[src/rtl/pic_init_sequencer_if.sv]
// CPU-side write port of the 8259 PIC, as driven by the init sequencer.
// master = sequencer (drives the bus), slave = PIC (samples it).
// Strobes are active low; rd_enable is never asserted by this master.
interface pic_init_sequencer_if;
  logic       CS;
  logic       wr_enable;
  logic       rd_enable;
  logic       A1;
  logic [7:0] data_out;

  modport master (output CS, output wr_enable, output rd_enable, output A1, output data_out);
  modport slave  (input  CS, input  wr_enable, input  rd_enable, input  A1, input  data_out);
endinterface

[src/rtl/pic_init_sequencer.sv]
// pic_init_sequencer: programs an 8259 PIC with ICW1..ICW4 (plus optional OCW1) after a start pulse.
// Latency: each write is 1 + PULSE_CYC + GAP_CYC cycles; done pulses one cycle after the last GAP.
// No backpressure: start is ignored while busy; abort stops at the next safe point (never mid-strobe).
// Optional feature: define PIC_SEQ_OCW1_EN to add the ocw1 port and a trailing OCW1 mask write.
module pic_init_sequencer #(
  parameter int PULSE_CYC = 2,
  parameter int GAP_CYC   = 2
) (
  input  logic                 clk,
  input  logic                 reset,
  input  logic                 start,
  input  logic                 abort,
  input  logic [7:0]           icw1,
  input  logic [7:0]           icw2,
  input  logic [7:0]           icw3,
  input  logic [7:0]           icw4,
`ifdef PIC_SEQ_OCW1_EN
  input  logic [7:0]           ocw1,
`endif
  output logic                 busy,
  output logic                 done,
  output logic                 error,
  pic_init_sequencer_if.master bus
);

  typedef enum logic [2:0] {
    S_IDLE,
    S_SETUP,
    S_PULSE,
    S_GAP,
    S_DONE
  } state_t;

  localparam logic [3:0] PULSE_LOAD = 4'(PULSE_CYC - 1);
  localparam logic [3:0] GAP_LOAD   = 4'(GAP_CYC - 1);

  state_t     state;
  logic [3:0] cnt;
  logic [2:0] idx;         // 0=ICW1 1=ICW2 2=ICW3 3=ICW4 4=OCW1
  logic       abort_pend;  // abort seen mid-strobe, honoured when the strobe ends

  logic [7:0] r_icw1, r_icw2, r_icw3, r_icw4, r_ocw1;

  logic       cs_q, wr_q, a1_q;
  logic [7:0] dat_q;

  logic [4:0] incl;
  logic [2:0] nxt_idx;
  logic       nxt_vld;
  logic [7:0] nxt_dat;

  assign bus.CS        = cs_q;
  assign bus.wr_enable = wr_q;
  assign bus.rd_enable = 1'b1;
  assign bus.A1        = a1_q;
  assign bus.data_out  = dat_q;

  // Which entries of the write list apply, decided by the latched ICW1.
  assign incl[0] = 1'b1;
  assign incl[1] = 1'b1;
  assign incl[2] = ~r_icw1[1];   // ICW3 only in cascade mode
  assign incl[3] = r_icw1[0];    // ICW4 only when IC4 requested
`ifdef PIC_SEQ_OCW1_EN
  assign incl[4] = 1'b1;
`else
  assign incl[4] = 1'b0;
`endif

  // Find the next listed write after the current one; skipped entries cost nothing.
  always_comb begin
    nxt_idx = idx;
    nxt_vld = 1'b0;
    for (int i = 4; i >= 1; i--) begin
      if (incl[i] && (i > int'(idx))) begin
        nxt_idx = 3'(i);
        nxt_vld = 1'b1;
      end
    end
  end

  // Byte that goes on the bus for the next write.
  always_comb begin
    case (nxt_idx)
      3'd1:    nxt_dat = r_icw2;
      3'd2:    nxt_dat = r_icw3;
      3'd3:    nxt_dat = r_icw4;
      3'd4:    nxt_dat = r_ocw1;
      default: nxt_dat = r_icw1;
    endcase
  end

  // Sequencer FSM with registered bus and status outputs.
  always_ff @(posedge clk or posedge reset) begin
    if (reset) begin
      state      <= S_IDLE;
      cnt        <= 4'd0;
      idx        <= 3'd0;
      abort_pend <= 1'b0;
      r_icw1     <= 8'h00;
      r_icw2     <= 8'h00;
      r_icw3     <= 8'h00;
      r_icw4     <= 8'h00;
      r_ocw1     <= 8'h00;
      cs_q       <= 1'b1;
      wr_q       <= 1'b1;
      a1_q       <= 1'b0;
      dat_q      <= 8'h00;
      busy       <= 1'b0;
      done       <= 1'b0;
      error      <= 1'b0;
    end else begin
      done <= 1'b0;
      case (state)
        S_IDLE: begin
          // abort outranks start; an illegal ICW1 (bit 4 clear) is refused without touching the bus
          if (!abort && start) begin
            if (!icw1[4]) begin
              error <= 1'b1;
            end else begin
              r_icw1     <= icw1;
              r_icw2     <= icw2;
              r_icw3     <= icw3;
              r_icw4     <= icw4;
`ifdef PIC_SEQ_OCW1_EN
              r_ocw1     <= ocw1;
`endif
              error      <= 1'b0;
              idx        <= 3'd0;
              abort_pend <= 1'b0;
              cs_q       <= 1'b0;
              wr_q       <= 1'b1;
              a1_q       <= 1'b0;
              dat_q      <= icw1;
              busy       <= 1'b1;
              state      <= S_SETUP;
            end
          end
        end

        S_SETUP: begin
          if (abort) begin
            cs_q  <= 1'b1;
            busy  <= 1'b0;
            state <= S_IDLE;
          end else begin
            wr_q  <= 1'b0;
            cnt   <= PULSE_LOAD;
            state <= S_PULSE;
          end
        end

        S_PULSE: begin
          // The strobe always runs its full length; an abort only takes effect at its end.
          if (abort) abort_pend <= 1'b1;
          if (cnt == 4'd0) begin
            wr_q <= 1'b1;
            cs_q <= 1'b1;
            if (abort || abort_pend) begin
              abort_pend <= 1'b0;
              busy       <= 1'b0;
              state      <= S_IDLE;
            end else begin
              cnt   <= GAP_LOAD;
              state <= S_GAP;
            end
          end else begin
            cnt <= cnt - 4'd1;
          end
        end

        S_GAP: begin
          if (abort) begin
            busy  <= 1'b0;
            state <= S_IDLE;
          end else if (cnt == 4'd0) begin
            if (nxt_vld) begin
              idx   <= nxt_idx;
              cs_q  <= 1'b0;
              a1_q  <= 1'b1;
              dat_q <= nxt_dat;
              state <= S_SETUP;
            end else begin
              busy  <= 1'b0;
              done  <= 1'b1;
              state <= S_DONE;
            end
          end else begin
            cnt <= cnt - 4'd1;
          end
        end

        S_DONE: begin
          state <= S_IDLE;
        end

        default: begin
          cs_q  <= 1'b1;
          wr_q  <= 1'b1;
          busy  <= 1'b0;
          state <= S_IDLE;
        end
      endcase
    end
  end

endmodule

[src/flat_wrapper.sv]
// flat-port wrapper written by rule: the top's interface ports become plain ports
module pic_init_sequencer_flat 
#(
  parameter int PULSE_CYC = 2,
  parameter int GAP_CYC   = 2
)
  (clk, reset, start, abort, icw1, icw2, icw3, icw4, busy, done, error, bus_CS, bus_wr_enable, bus_rd_enable, bus_A1, bus_data_out);
  pic_init_sequencer_if bus_i ();
  input  logic clk;
  input  logic reset;
  input  logic start;
  input  logic abort;
  input  logic [7:0] icw1;
  input  logic [7:0] icw2;
  input  logic [7:0] icw3;
  input  logic [7:0] icw4;
  output logic busy;
  output logic done;
  output logic error;
  output wire logic [$bits(bus_i.CS)-1:0] bus_CS;
  output wire logic [$bits(bus_i.wr_enable)-1:0] bus_wr_enable;
  output wire logic [$bits(bus_i.rd_enable)-1:0] bus_rd_enable;
  output wire logic [$bits(bus_i.A1)-1:0] bus_A1;
  output wire logic [$bits(bus_i.data_out)-1:0] bus_data_out;
  assign bus_CS = bus_i.CS;
  assign bus_wr_enable = bus_i.wr_enable;
  assign bus_rd_enable = bus_i.rd_enable;
  assign bus_A1 = bus_i.A1;
  assign bus_data_out = bus_i.data_out;
  pic_init_sequencer #(.PULSE_CYC(PULSE_CYC), .GAP_CYC(GAP_CYC)) u_core (.clk(clk), .reset(reset), .start(start), .abort(abort), .icw1(icw1), .icw2(icw2), .icw3(icw3), .icw4(icw4), .busy(busy), .done(done), .error(error), .bus(bus_i));
endmodule
[config.mk]
export PLATFORM = sky130hd
export DESIGN_NAME = pic_init_sequencer_flat
export DESIGN_NICKNAME = d
export VERILOG_FILES = /design/src/rtl/pic_init_sequencer_if.sv /design/src/rtl/pic_init_sequencer.sv /design/src/flat_wrapper.sv
export SDC_FILE = /design/constraint.sdc
export NUM_CORES = 1
export LEC_CHECK = 0
export CELL_PAD_IN_SITES_DETAIL_PLACEMENT = 1
export CELL_PAD_IN_SITES_GLOBAL_PLACEMENT = 1
export CORE_MARGIN = 5
export CORE_UTILIZATION = 35
export CTS_BUF_LIST = sky130_fd_sc_hd__clkbuf_8
export CTS_CLUSTER_DIAMETER = 150
export DETAILED_ROUTE_END_ITERATION = 10
export PLACE_DENSITY = 0.74
export SYNTH_ARGS = -nofsm -noshare
export SYNTH_HDL_FRONTEND = slang
export SYNTH_SLANG_ARGS = --single-unit
[constraint.sdc]
create_clock -name clk -period 4.2 [get_ports clk]
set_input_delay 0.42 -clock clk [delete_from_list [all_inputs] [get_ports clk]]
set_output_delay 0.42 -clock clk [all_outputs]
set_load 0.005 [all_outputs]
# --- After elaboration in Yosys (flattened, before gate mapping) ---
# Cells that the tools add are included.
word_totals:
  register_bits: 57
  in_bits: 36
  wordCells: 129
classes:
  n_addsub: 1
  order_cmp: 3
  n_eq_ne: 21
  muxes: 66
  bitwise_logic: 3
  n_reduce_logical: 20
op_table:
  columns: ["op", "n"]
  rows:
  - ["two-way mux 3 bit", 14]
  - ["two-way mux 8 bit", 5]
  - ["case mux 8 bit (4 select lines)", 1]
  - ["two-way mux 1 bit", 30]
  - ["two-way mux 4 bit", 5]
  - ["case mux 8 bit (2 select lines)", 1]
  - ["AND reduction 8 bit", 2]
  - ["== test 3 x 2 -> 1 bit (second input constant)", 4]
  - ["case mux 3 bit (4 select lines)", 1]
  - ["case mux 4 bit (3 select lines)", 1]
  - ["!= test 2 x 1 -> 1 bit (second input constant)", 5]
  - ["!= test 2 bit (second input constant)", 5]
  - ["case mux 1 bit (5 select lines)", 2]
  - ["AND reduction 5 bit", 2]
  - ["== test 3 x 1 -> 1 bit (second input constant)", 2]
  - ["== test 3 bit (second input constant)", 2]
  - ["> comparator 2 x 3 -> 1 bit (first input constant)", 2]
  - ["!= test 3 bit (second input constant)", 2]
  - ["case mux 3 bit (2 select lines)", 1]
  - ["AND reduction 3 bit", 2]
  - ["AND reduction 6 bit", 1]
  - ["zero test 4 bit", 1]
  - ["two-way mux 2 bit", 2]
  - ["case mux 1 bit (2 select lines)", 2]
  - ["14 further kinds", 19]

# --- Depth between registers and ports, before layout ---
# Gate-level depths: netlist (run 1).
depth:
  depth_word: 11
  depth_mapped: 8
  mapped_depth_nobuf: 7

# --- Worst setup path before layout (run 1) ---
# No wires, ideal clock.
synth_path:
  kind: "reg-to-reg"
  startpoint: "register u_core.cnt[0]"
  endpoint: "register u_core.dat_q[1], in the netlist u_core.bus.data_out[1]"
  setup_time_ns: 0.126
  arrival_time_ns: 1.680
  setup_slack_ns: 2.394
  stages_incl_launch_ff: 8
  path_buffers: 1
  synth_period_minus_slack_ns: 1.806
  cell_sequence: "dfrtp_1 -> inv_1 -> ha_1 -> nor3b_2 -> nand4b_4 -> and2_4 -> buf_6 -> a221o_1"
synth_between:
  elab_chain_cells: 3
synth_lines:
  columns: ["item", "line_no", "text"]
  rows:
  - ["start: declaration", "pic_init_sequencer.sv:38", "logic [3:0] cnt;"]
  - ["start signal: assignment", "pic_init_sequencer.sv:167", "cnt <= cnt - 4'd1;"]
  - ["start signal: assignment", "pic_init_sequencer.sv:188", "cnt <= cnt - 4'd1;"]
  - ["zero test 4 bit", "pic_init_sequencer.sv:175", "end else if (cnt == 4'd0) begin"]
  - ["!= test 2 x 1 -> 1 bit (no source line)", null, null]
  - ["AND reduction 6 bit (no source line)", null, null]
  - ["end signal: assignment", "pic_init_sequencer.sv:133", "dat_q <= icw1;"]
  - ["end signal: assignment", "pic_init_sequencer.sv:180", "dat_q <= nxt_dat;"]
  - ["end: declaration", "pic_init_sequencer.sv:45", "logic [7:0] dat_q;"]
# No other way between the ends.
# A chain may end at the register's enable or synchronous reset.

# --- Worst setup path in the final report (run 1) ---
layout_path:
  startpoint: "input abort"
  endpoint: "register u_core.dat_q[3], in the netlist u_core.bus.data_out[3]"
layout_between:
  elab_chain_cells: 4
layout_lines:
  columns: ["item", "line_no", "text"]
  rows:
  - ["start: declaration", "flat_wrapper.sv:12", "input logic abort;"]
  - ["zero test 1 bit", "pic_init_sequencer.sv:116", "if (!abort && start) begin"]
  - ["logical AND 1 bit", "pic_init_sequencer.sv:116", null]
  - ["!= test 2 x 1 -> 1 bit (no source line)", null, null]
  - ["AND reduction 6 bit (no source line) *", null, null]
# Mark *: on every way between the ends. The rest lies on a longest branch, timed or not.

==> metrics.log, run 1 <==
[metrics] final hold violations: 0
[metrics] CP Class: in2reg
[metrics] number of buffer cells added on primary ports: 49
[metrics] leakage power: 1.49 nW
[metrics] cell taking the most area after synthesis: sky130_fd_sc_hd__dfrtp_1
[metrics] routability congestion estimate: 0.794
[metrics] aggregate global routing overflow: 0
[metrics] clock root buffer master: sky130_fd_sc_hd__clkbuf_8
[metrics] warnings from Yosys: 8
[metrics] core area: 7290 um^2
[metrics] Max FO, Critical Path: 24
[metrics] largest buffer count on any clock path: 2
[metrics] routed vias/inst: 5.11
[metrics] cell family with most CP delay: simple AND/OR/NAND/NOR gates
[metrics] fraction of layout instances using a drive strength above 1: 0.0675
[metrics] number of buffers inserted by hold repair at cts: 0
[metrics] number of synthesized flops with an enable pin: 0
[metrics] number of nets with antenna violations after routing: 0
[metrics] wire length of the first global-routing pass: 11400 um
[metrics] type of the most critical hold path: reg2reg
[metrics] worst rel slew slack: 0.546
[metrics] Worst VDD drop: 0.179 mV
[metrics] instance area after placement: 3160 um^2
[metrics] maximum number of pins on one net before global-route repair: 54
[metrics] Worst Path Arrival: 2.72 ns
[metrics] number of max-cap violations: 0
[metrics] initial antenna violation count: 0
[metrics] outcome: complete, no violations
[metrics] most common cell after layout, fill and taps aside: sky130_fd_sc_hd__nand2_1
[metrics] Pwr Density: 608 nW/um^2
[metrics] Worst Setup EP: u_core.bus.data_out[3]
[metrics] synth top area cells: sky130_fd_sc_hd__dfrtp_1 49%, sky130_fd_sc_hd__nand2_1 13%, sky130_fd_sc_hd__buf_2 2.3%
[metrics] fraction of synthesized cell area taken by the top area cell type: 0.485
[metrics] share of the clock period used by the worst path: 0.592
[metrics] critical path capture point type: flip-flop
[metrics] final instance area: 3250 um^2
[metrics] actual slew at the worst max-slew pin: 0.680 ns
[metrics] synth-to-layout area growth: 23.5%
[metrics] violation count after the first detailed-route iteration: 82
[metrics] cell depth of the worst setup path: 5
[metrics] post-DP HPWL: 4880 um
[metrics] Total Negative Setup Slacks: 0 ns
[metrics] total of cells resized after clock tree synthesis: 0
[metrics] commonest register cell after synthesis: sky130_fd_sc_hd__dfrtp_1
[metrics] net count of the finished layout: 364
[metrics] commonest non-fill, non-tap cells in the layout: 88 x sky130_fd_sc_hd__nand2_1, 51 x sky130_fd_sc_hd__dfrtp_1, 49 x sky130_fd_sc_hd__clkdlybuf4s50_1
[metrics] Filler Cells Inserted: 877
[metrics] number of vias after detailed routing: 2171
[metrics] Worst EP required: 4.44 ns
[metrics] RR Startpoint: u_core.state[0]
[metrics] Pre-antenna DRT Iters: 4
[metrics] floorplan die area: 9350 um^2
[metrics] achievable frequency: 0.402 GHz
[metrics] insertion delay to the later sink of the worst-skew pair: 0.30 ns
[metrics] sequential fraction of the synthesis area: 0.505
[metrics] share of synthesized flip-flops with an asynchronous set or reset: 1.00
[metrics] unrepaired setup endpoints after global routing: false
[metrics] global routing usage summed across all routing layers: 0.145
[metrics] biggest cell delay along the critical path: 0.63 ns
[metrics] Gate Count Post-Synth: 287
[metrics] register-to-register setup slack: 1.82 ns
[metrics] startpoint types: primary input
[metrics] Initial Util: 0.361
[metrics] Cell Rows: 31
[metrics] routed wire length per instance: 15.7 um
[metrics] clock slew seen by the registers of the worst setup and hold paths: 0.09 ns
[metrics] post-synthesis register bit count: 53
[metrics] average cell area after synthesis: 9.16 um^2
[metrics] Post-Synthesis Net Count: 325
[metrics] series of cell instances along the critical path: clkdlybuf4s50_1 > nor4_2 > and3_1 > buf_4 > a221o_1
[metrics] post-route clock skew: 0.00892 ns
[metrics] slowest stage cell, crit path: sky130_fd_sc_hd__and3_1
[metrics] number of setup violations in the final report: 0
[metrics] post-detailed-routing wire length: 6690 um
[metrics] number of buffers created by CTS: 5
[metrics] endpoint of the worst register-to-register path: u_core.bus.data_out[3]
[metrics] R2R cell count: 4
[metrics] number of buffers and inverters on the critical path: 2
[metrics] count of antenna diodes in the layout: 0
[metrics] post-synthesis cell type count: 55
[metrics] post-synth design cell area: 2630 um^2
[metrics] horizontal die dimension: 96.7 um
[metrics] CTS tree: done
[metrics] number of clock sinks: 53
[metrics] die extent in y: 96.7 um
[metrics] H-tree depth: 2
[metrics] # DRC: 0
[metrics] ports placed on the boundary: 51
[metrics] Critical Path Start: abort
[metrics] final count of pins violating max slew: 0
[metrics] vias in the first global route: 2320
[metrics] number of post-CTS setup repair buffers: 0
[metrics] time the worst path needs with I/O delays and setup: 2.49 ns
-- synthesized netlist by cell type, types with 2 or more instances --
cell type / number
sky130_fd_sc_hd__clkbuf_1: 4
sky130_fd_sc_hd__nand2_1: 88
sky130_fd_sc_hd__ha_1: 2
sky130_fd_sc_hd__a21o_1: 2
sky130_fd_sc_hd__o21ai_0: 9
sky130_fd_sc_hd__nand2b_1: 6
sky130_fd_sc_hd__nor2b_1: 3
sky130_fd_sc_hd__nor2_1: 12
sky130_fd_sc_hd__a221oi_1: 4
sky130_fd_sc_hd__a31oi_1: 4
sky130_fd_sc_hd__a21oi_1: 10
sky130_fd_sc_hd__buf_4: 2
sky130_fd_sc_hd__inv_1: 9
sky130_fd_sc_hd__a222oi_1: 2
sky130_fd_sc_hd__mux2i_1: 4
sky130_fd_sc_hd__buf_2: 12
sky130_fd_sc_hd__o22a_1: 2
sky130_fd_sc_hd__nor3_1: 3
sky130_fd_sc_hd__nand3_1: 8
sky130_fd_sc_hd__a22oi_1: 5
sky130_fd_sc_hd__a211oi_1: 3
sky130_fd_sc_hd__o21ai_1: 4
sky130_fd_sc_hd__xnor2_1: 2
sky130_fd_sc_hd__a221o_1: 5
sky130_fd_sc_hd__dfrtp_1: 51
sky130_fd_sc_hd__dfstp_2: 2
-- how the worst min path moves through the flow --
stage,from,endpoint,cells past startpoint
2_1_floorplan,u_core.r_icw1[5],u_core.r_icw1[5],2
3_3_place_gp,u_core.r_icw1[5],u_core.r_icw1[5],2
3_5_place_dp,u_core.r_icw1[6],u_core.r_icw1[6],2
4_1_cts,u_core.r_icw3[7],u_core.r_icw3[7],2
5_1_grt,u_core.r_icw1[6],u_core.r_icw1[6],2
6_report,u_core.r_icw3[7],u_core.r_icw3[7],2
-- tightest hold or removal path, delay by kind of cell, from the launching register on --
family / cells / cell delay (ns)
simple gates: 2 / 0.10
flops: 1 / 0.36
-- stage by stage --
| step | std cells | worst slack (ns) | utilization | power, mW | hold WS [ns] |
|---|---|---|---|---|---|
| after floorplan | 287 | 2.39 | - | 1.40 | 0.445 |
| after global placement | 418 | 1.49 | 0.434 | 1.67 | 0.459 |
| after detailed placement | 418 | 1.37 | 0.434 | 1.71 | 0.466 |
| after CTS | 425 | 1.69 | 0.445 | 2.00 | 0.490 |
| after global routing | 425 | 1.57 | 0.445 | 2.13 | 0.496 |
| final | 425 | 1.71 | 0.445 | 1.97 | 0.486 |
-- cell type report --
class                   count  area (um^2)  share of cell area
multi-input cells         204         1160               0.357
clock buffers               6         82.6              0.0254
repair buffers             52          513               0.158
well taps                  99          124              0.0381
flip-flops and latches     53         1330               0.409
inverters                  10         37.5              0.0116
clock inverters             1         3.75             0.00116
-- flip-flops by register name, summed over array words and instances, names as in the netlist --
name / count
u_core.busy: 1
u_core.r_icw4: 8
u_core.cnt: 4
u_core.idx: 3
u_core.r_icw1: 4
u_core.abort_pend: 1
u_core.done: 1
u_core.r_icw2: 8
u_core.bus.data_out: 8
u_core.error: 1
u_core.bus.CS: 1
u_core.bus.wr_enable: 1
u_core.bus.A1: 1
u_core.r_icw3: 8
u_core.state: 3
-- metal layers --
layer | global-route usage | share of wire | vias up
met4 | 0.0389 | 0.011 | 0
met3 | 0.0266 | 0.037 | 8
met1 | 0.186 | 0.46 | 1068
met5 | 0 | 0 | -
li1 | - | - | 1055
met2 | 0.252 | 0.49 | 40
-- power by group --
| part | total [mW] | internal [mW] | switching [mW] |
|---|---|---|---|
| Combinational | 0.737 | 0.381 | 0.356 |
| Clock | 0.289 | 0.129 | 0.160 |
| Sequential | 0.949 | 0.741 | 0.207 |
-- cells by family after synthesis --
family / after synthesis / share of synthesized area
other cells: 1 / 0.00143
fa+ha+maj: 2 / 0.00951
buf+inv: 30 / 0.0542
compound gates: 62 / 0.172
mux: 5 / 0.0195
xor+xnor: 3 / 0.00999
simple gates: 131 / 0.228
flops: 53 / 0.505
(Power assumes the default switching activity.)
==> run 2, diff against run 1 <==
==> constraint.sdc (replaced) <==
create_clock -name clk -period 2.3 [get_ports clk]
set_input_delay 0.23 -clock clk [delete_from_list [all_inputs] [get_ports clk]]
set_output_delay 0.23 -clock clk [all_outputs]
set_load 0.005 [all_outputs]
==> run 2 against run 1 <==
  * Clock skew decreased by 0.0016 ns
  * Power rose by 85%
  * First-iteration DRC count up 11%
  * Sequential power grew 81%
  * Via count rose by 2.3%
  * Non-clock buffer count rose by 9
  * Worst setup slack worse by 1.4 ns
  * Final cell count up 2.4%
  * Combinational power rose by 93%
  * Core utilization increased by 1.1 points
  * Largest power group unchanged
  * Highest routed layer unchanged
==> metrics.log, run 2 (synthesis gave the netlist of run 1 again) <==
[metrics] Total Negative Setup Slacks: 0 ns
[metrics] worst rel slew slack: 0.640
[metrics] routability congestion estimate: 0.837
[metrics] violation count after the first detailed-route iteration: 91
[metrics] Initial Util: 0.361
[metrics] critical path capture point type: flip-flop
[metrics] Worst Path Arrival: 2.20 ns
[metrics] post-detailed-routing wire length: 6960 um
[metrics] global routing usage summed across all routing layers: 0.155
[metrics] endpoint of the worst register-to-register path: u_core.bus.data_out[3]
[metrics] final count of pins violating max slew: 0
[metrics] H-tree depth: 2
[metrics] number of setup violations in the final report: 0
[metrics] Pre-antenna DRT Iters: 4
[metrics] die extent in y: 96.7 um
[metrics] # DRC: 0
[metrics] largest buffer count on any clock path: 2
[metrics] maximum number of pins on one net before global-route repair: 54
[metrics] core area: 7290 um^2
[metrics] crit path setup slack, layout: 0.300 ns
[metrics] startpoint types: flip-flop
[metrics] share of the clock period used by the worst path: 0.870
[metrics] RR Startpoint: u_core.cnt[0]
[metrics] Worst Setup EP: u_core.bus.data_out[3]
[metrics] post-route clock skew: 0.00728 ns
[metrics] number of nets with antenna violations after routing: 0
[metrics] total of cells resized after clock tree synthesis: 0
[metrics] initial antenna violation count: 0
[metrics] Max FO, Critical Path: 7
[metrics] Pwr Density: 1100 nW/um^2
[metrics] unrepaired setup endpoints after global routing: false
[metrics] floorplan die area: 9350 um^2
[metrics] R2R cell count: 6
[metrics] post-DP HPWL: 5310 um
[metrics] number of buffers inserted by hold repair at cts: 0
[metrics] number of post-CTS setup repair buffers: 0
[metrics] count of antenna diodes in the layout: 0
[metrics] number of vias after detailed routing: 2220
[metrics] number of clock sinks: 53
[metrics] leakage power: 1.54 nW
[metrics] outcome: complete, no violations
[metrics] routed wire length per instance: 16.0 um
[metrics] fraction of layout instances using a drive strength above 1: 0.0923
[metrics] clock slew seen by the registers of the worst setup and hold paths: 0.09 ns
[metrics] clock root buffer master: sky130_fd_sc_hd__clkbuf_8
[metrics] achievable frequency: 0.500 GHz
[metrics] Worst EP required: 2.50 ns
[metrics] time the worst path needs with I/O delays and setup: 2.00 ns
[metrics] final hold violations: 0
[metrics] insertion delay to the later sink of the worst-skew pair: 0.31 ns
[metrics] routed vias/inst: 5.10
[metrics] ports placed on the boundary: 51
[metrics] CP Class: reg2reg
[metrics] commonest non-fill, non-tap cells in the layout: 88 x sky130_fd_sc_hd__nand2_1, 51 x sky130_fd_sc_hd__dfrtp_1, 49 x sky130_fd_sc_hd__clkdlybuf4s50_1
[metrics] number of buffers created by CTS: 5
[metrics] wire length of the first global-routing pass: 12000 um
[metrics] Critical Path Start: u_core.cnt[0]
[metrics] synth-to-layout area growth: 26.5%
[metrics] Worst VDD drop: 0.370 mV
[metrics] type of the most critical hold path: in2async
[metrics] horizontal die dimension: 96.7 um
[metrics] worst hold slack after final layout: 0.263 ns
[metrics] most common cell after layout, fill and taps aside: sky130_fd_sc_hd__nand2_1
[metrics] net count of the finished layout: 373
[metrics] number of max-cap violations: 0
[metrics] register-to-register setup slack: 0.30 ns
[metrics] vias in the first global route: 2438
[metrics] post-placement worst setup slack: 0.181 ns
[metrics] number of buffer cells added on primary ports: 49
[metrics] CTS tree: done
[metrics] aggregate global routing overflow: 0
[metrics] Cell Rows: 31
[metrics] actual slew at the worst max-slew pin: 0.538 ns
==> run 2: cell count changes in the layout (fill, tap and decap cells not counted) <==
cell,before,now
sky130_fd_sc_hd__buf_4,3,11
sky130_fd_sc_hd__buf_12,0,1
sky130_fd_sc_hd__clkbuf_8,6,5
sky130_fd_sc_hd__clkinvlp_4,0,1
sky130_fd_sc_hd__inv_1,9,10
==> run 2: critical path, stage by stage, from the launching register on <==
cell                       delay (ns)
sky130_fd_sc_hd__dfrtp_1         0.40
sky130_fd_sc_hd__inv_1           0.12
sky130_fd_sc_hd__ha_1            0.17
sky130_fd_sc_hd__nor3b_2         0.47
sky130_fd_sc_hd__nand4b_4        0.20
sky130_fd_sc_hd__and2_4          0.23
sky130_fd_sc_hd__a221o_1         0.30
==> run 2: final cells by class <==
| type | count | area (um^2) |
|---|---|---|
| Fill cell | 883 | 3970 |
| Sequential cell | 53 | 1330 |
| Multi-Input combinational cell | 204 | 1160 |
| Timing Repair Buffer | 61 | 593 |
| Tap cell | 99 | 124 |
| Clock buffer | 5 | 68.8 |
| Inverter | 10 | 37.5 |
| Clock inverter | 3 | 15.0 |
==> run 2: worst min-delay path by stage <==
stage	endpoint	depth (start not counted)
finish	u_core.r_icw3[0]	3
floorplan	u_core.r_icw1[0]	2
detailed placement	u_core.r_icw2[2]	2
global placement	u_core.r_icw2[2]	2
global route	u_core.r_icw3[0]	3
CTS	u_core.r_icw1[0]	3
==> run 2: power by group <==
part           leakage [nW]  switching [mW]  internal [mW]
combinational         0.825           0.686          0.733
sequential            0.664           0.369           1.35
clock                0.0467           0.308          0.207
total                  1.54            1.36           2.29
==> run 2: metal layers <==
layer	up-vias	track usage	wire [um]
li1	1076	-	-
met1	1083	0.192	3110
met2	50	0.262	3480
met3	11	0.0424	258
met4	0	0.0497	107
met5	-	0	0
==> run 2: through the flow <==
| step | total power [mW] | instance area, um^2 | util | std cells |
|---|---|---|---|---|
| after global placement | 3.11 | 3240 | 0.445 | 427 |
| after CTS | 3.72 | 3330 | 0.456 | 435 |
| after global routing | 3.96 | 3330 | 0.456 | 435 |
| final | 3.66 | 3330 | 0.456 | 435 |
| after detailed placement | 3.18 | 3240 | 0.445 | 427 |
| after floorplan | 2.55 | 2630 | - | 287 |
